`config.mk`:
```
export PLATFORM = sky130hd
export DESIGN_NAME = pipe_hazard_ctrl
export DESIGN_NICKNAME = d
export VERILOG_FILES = /design/src/rtl/pipe_hazard_ctrl.sv
export SDC_FILE = /design/constraint.sdc
export NUM_CORES = 1
export LEC_CHECK = 0
export BUFFER_PORTS_ARGS = -buffer_cell sky130_fd_sc_hd__buf_2
export CAP_MARGIN = 10
export CORE_MARGIN = 10
export CORE_UTILIZATION = 58
export CTS_BUF_LIST = sky130_fd_sc_hd__clkbuf_4 sky130_fd_sc_hd__clkbuf_8
export DETAILED_ROUTE_END_ITERATION = 8
export PLACE_DENSITY = 0.95
export SYNTH_ARGS = -nofsm -noshare
export SYNTH_HDL_FRONTEND = slang
export SYNTH_SLANG_ARGS = --single-unit
```
`constraint.sdc`:
```
create_clock -name clk -period 5.2 [get_ports clk]
set_clock_uncertainty 0.15 [all_clocks]
set_input_delay 1.56 -clock clk [delete_from_list [all_inputs] [get_ports clk]]
set_output_delay 1.56 -clock clk [all_outputs]
set_load 0.01 [all_outputs]
```
`src/rtl/pipe_hazard_ctrl.sv`:
```
// Hazard control beside the ID/EX register: forwarding selects, load-use
// and mult/div stalls, branch flushes, and stall/flush counters.
module pipe_hazard_ctrl #(
    parameter int MULDIV_LAT = 4,
    parameter int CNT_W      = 32
) (
    input  logic             clk,
    input  logic             rst,
    input  logic [4:0]       ID_rs,
    input  logic [4:0]       ID_rt,
    input  logic             ID_UseRs,
    input  logic             ID_UseRt,
    input  logic             ID_MulDivStart,
    input  logic [4:0]       EX_rs,
    input  logic [4:0]       EX_rt,
    input  logic             EX_MemRead,
    input  logic             EX_RegWrite,
    input  logic [4:0]       EX_dst,
    input  logic             EX_BranchTaken,
    input  logic             MEM_RegWrite,
    input  logic [4:0]       MEM_dst,
    input  logic             WB_RegWrite,
    input  logic [4:0]       WB_dst,
    output logic             PC_Write,
    output logic             IF_ID_Write,
    output logic             IF_ID_Flush,
    output logic             ID_EX_Flush,
    output logic [1:0]       ForwardA,
    output logic [1:0]       ForwardB,
    output logic             MulDivBusy,
    output logic [CNT_W-1:0] StallCycles,
    output logic [CNT_W-1:0] FlushCount
);

    typedef enum logic {
        IDLE = 1'b0,
        BUSY = 1'b1
    } state_t;

    localparam logic [3:0]       LAT     = 4'(MULDIV_LAT);
    localparam logic [CNT_W-1:0] CNT_MAX = '1;
    localparam logic [CNT_W-1:0] CNT_ONE = CNT_W'(1);

    state_t     state;
    logic [3:0] cnt;
    logic       busy;
    logic       lu;
    logic       start_ok;
    logic       ex_wr_unused;

    function automatic logic [1:0] fwd_sel(
        input logic [4:0] src,
        input logic       mem_wr,
        input logic [4:0] mem_dst,
        input logic       wb_wr,
        input logic [4:0] wb_dst
    );
        if (mem_wr && mem_dst != 5'd0 && mem_dst == src)
            return 2'b01;
        else if (wb_wr && wb_dst != 5'd0 && wb_dst == src)
            return 2'b10;
        else
            return 2'b00;
    endfunction

    // EX_RegWrite is implied by EX_MemRead for a load; not needed here.
    assign ex_wr_unused = EX_RegWrite;

    assign busy = (state == BUSY);

    assign lu = EX_MemRead && (EX_dst != 5'd0) &&
                ((ID_UseRs && ID_rs == EX_dst) ||
                 (ID_UseRt && ID_rt == EX_dst));

    assign start_ok = !busy && ID_MulDivStart &&
                      !lu && !EX_BranchTaken;

    always_comb begin
        PC_Write    = 1'b1;
        IF_ID_Write = 1'b1;
        IF_ID_Flush = 1'b0;
        ID_EX_Flush = 1'b0;
        priority case (1'b1)
            rst: begin
                PC_Write    = 1'b0;
                IF_ID_Write = 1'b0;
                IF_ID_Flush = 1'b1;
                ID_EX_Flush = 1'b1;
            end
            busy: begin
                PC_Write    = 1'b0;
                IF_ID_Write = 1'b0;
                IF_ID_Flush = EX_BranchTaken;
                ID_EX_Flush = 1'b1;
            end
            EX_BranchTaken: begin
                IF_ID_Flush = 1'b1;
                ID_EX_Flush = 1'b1;
            end
            lu: begin
                PC_Write    = 1'b0;
                IF_ID_Write = 1'b0;
                ID_EX_Flush = 1'b1;
            end
            default: begin
                PC_Write    = 1'b1;
                IF_ID_Write = 1'b1;
            end
        endcase
    end

    always_comb begin
        ForwardA = 2'b00;
        ForwardB = 2'b00;
        if (!rst) begin
            ForwardA = fwd_sel(EX_rs, MEM_RegWrite, MEM_dst,
                               WB_RegWrite, WB_dst);
            ForwardB = fwd_sel(EX_rt, MEM_RegWrite, MEM_dst,
                               WB_RegWrite, WB_dst);
        end
    end

    assign MulDivBusy = busy && !rst;

    always_ff @(posedge clk) begin
        if (rst) begin
            state <= IDLE;
            cnt   <= 4'd0;
        end else begin
            unique case (state)
                IDLE: begin
                    if (start_ok) begin
                        state <= BUSY;
                        cnt   <= LAT;
                    end
                end
                BUSY: begin
                    if (cnt == 4'd1) begin
                        state <= IDLE;
                        cnt   <= 4'd0;
                    end else begin
                        cnt <= cnt - 4'd1;
                    end
                end
                default: begin
                    state <= IDLE;
                    cnt   <= 4'd0;
                end
            endcase
        end
    end

    // Counters saturate rather than wrap.
    always_ff @(posedge clk) begin
        if (rst) begin
            StallCycles <= '0;
            FlushCount  <= '0;
        end else begin
            if (!PC_Write && StallCycles != CNT_MAX)
                StallCycles <= StallCycles + CNT_ONE;
            if (EX_BranchTaken && FlushCount != CNT_MAX)
                FlushCount <= FlushCount + CNT_ONE;
        end
    end

endmodule

```
==> results.toml <==
[placed_design]
routabilityCongestion = 0.887
portBuffers = 116
dp_hpwl_um = 8130
place_ws_ns = 0.354

[floorplanning]
fp.dieH_um = 103
coreArea_sq_um = 6760
die_w_um = 103
num_rows = 30
fp.dieArea_sq_um = 10600
start_util_pct = 59.2
ios = 118

[sta]
rsz0062_at_grt = "no"
worst_pin_slew_ns = 1.06
hold_ws_ns = 0.358
drv_slew = 0
relSlewSlack_pct = 29.3
fmax_mhz = 205
worst_slack_ns = 0.329
fin_crit_sh_pct = 93.7
final-setup-viol-count = 0
fin_tns_setup_ns = 0
finalCriticalPeriod_ns = 4.87
final_hold_viol_count = 0

[synthesis]
synth_warnings = 0
ys_ff_latch = 69
yosysSeqAreaShare_pct = 34.5
synth_area_leaders = "dfxtp_1, xnor2_1, xor2_1"
synth_ff_type = "dfxtp_1"
async_reset_ff_share_pct = 0
synth_cell_type_count = 50
synth_edf_count = 0
synth_area_sq_um = 4000
yosysTopAreaCellShare_pct = 34.5
synth_top_cell_by_area = "dfxtp_1"
netlist_instances = 492
synth_area_per_cell_sq_um = 8.13
synth_fp_nets = 541

[finish]
area_delta_synth_final_pct = 19.6
layout-drive-gt1-share_pct = 25.2
layout_commonest_cell = "buf_2"
nets = 647
antenna_cells = 0
mostFrequentLayoutCells = "buf_2, dfxtp_1, nor2_1"

[worst_setup_path]
endpoint_kind = "output port"
crit_fanout = 4
critPathRequiredTime_ns = 3.49
cp.arrival_ns = 3.16
crit_type = "in2out"
worstSetupStartpointType = "primary input"

[power]
fin_total_pwr_mw = 1.05
power_density_nw_per_um2 = 219
ir_worst_vdd_mv = 0.167
leakage_nw = 1.91

[clock_network]
postCtsSetupBuffers = 0
cts_root_buf = "clkbuf_8"
h-tree-depth = 3
clockBufferDepth = 2
cts_buffers = 9
cts_resized = 0
clock-sinks = 69
insertion_delay_ns = 0.34
cts_tree = "yes"
ctsHoldBuffers = 0
path_clk_slew_ns = 0.08

[drt]
wl_per_cell_um = 15.8
firstDrtPassIters = 4
drtIter0Drc = 212
viasPerCell = 5.90
wirelength_um = 10800
vias = 4028
drc = 0
drtAntennaViolNets = 0

[global_routing]
grt_pass1_vias = 3888
antenna_found_initial = 0
grt_overflow = 0
grt_max_degree = 54
grt_use_total_pct = 20.4
grt_pass1_wl_um = 17700

[run_status]
status = "complete, no violations"

[job]
cap_violations = 0

[min_path]
min_path_type = "reg2reg"
[metal layers]
layer  vias to the layer above  wire length, um  GRT usage (%)
met2                       147             5260           34.9
met5                         -                0              0
met3                        17              863           6.30
li1                       1991                -              -
met4                         0              144           5.99
met1                      1873             4500           23.8
[power by group]
group | internal [mW] | switching [mW]
Sequential | 0.535 | 0.00972
Combinational | 0.0481 | 0.0637
Clock | 0.174 | 0.215
[final cells by class]
type | count | area (sq um)
clock buffer | 9 | 124
multi-input combinational | 388 | 2480
fill | 534 | 1970
sequential | 69 | 1380
tap | 80 | 100
timing repair buffer | 119 | 603
inverter | 11 | 41.3
clock inverter | 7 | 51.3
[stage by stage]
step / util (%) / instance area, sq um / cells
CTS: 70.8 / 4780 / 683
detailed placement: 68.2 / 4610 / 667
floorplan: - / 4000 / 492
finish: 70.8 / 4780 / 683
global route: 70.8 / 4780 / 683
global placement: 68.2 / 4610 / 667
[worst max-delay path: stages]
cell,delay [ns]
buf_2,0.12
or4_1,0.53
o21ai_0,0.39
nor3_1,0.11
nor4_1,0.28
buf_2,0.18
[Yosys cell counts, types with 2 or more instances]
cell,n
clkbuf_1,16
ha_1,4
or3_1,10
and3_1,8
xnor2_1,32
nand4_1,16
buf_2,5
or4_1,20
o31ai_1,16
a311o_1,2
nor3_1,17
inv_1,11
or2_2,2
o2111ai_1,2
nor4_1,19
and2_1,5
mux2_1,9
xor2_1,28
o21ai_1,2
nor2_1,55
nor4b_1,2
o21ai_0,8
buf_4,3
nor2b_1,10
nand2b_1,3
dfxtp_1,69
a21oi_1,25
nand4_2,3
nand2_1,35
nand3_1,34
a211oi_1,2
[flip-flops by register name, summed over array words and instances, names as in the netlist]
name and flops:
busy 1, FlushCount 32, StallCycles 32, cnt 4
[final timing paths]
path,depth (start not counted),slack [ns],from,to
worst max-delay path,6,0.33,MEM_dst[1],ForwardA[1]
worst min register to register,2,0.36,StallCycles[12],StallCycles[12]
worst min-delay path,2,0.36,StallCycles[12],StallCycles[12]
worst max register to register,6,2.08,StallCycles[18],StallCycles[25]
[logic make-up after synthesis]
family | Yosys count | synth area share [%]
and+or+nand+nor | 250 | 34.2
muxes | 11 | 3.07
buffers and inverters | 35 | 3.72
DFF | 69 | 34.5
xor gates and xnor gates | 60 | 13.1
adders and majority gates | 4 | 1.25
AOI/OAI and AO/OA | 63 | 10.1
Note: power is estimated with default switching activity, not from simulation.
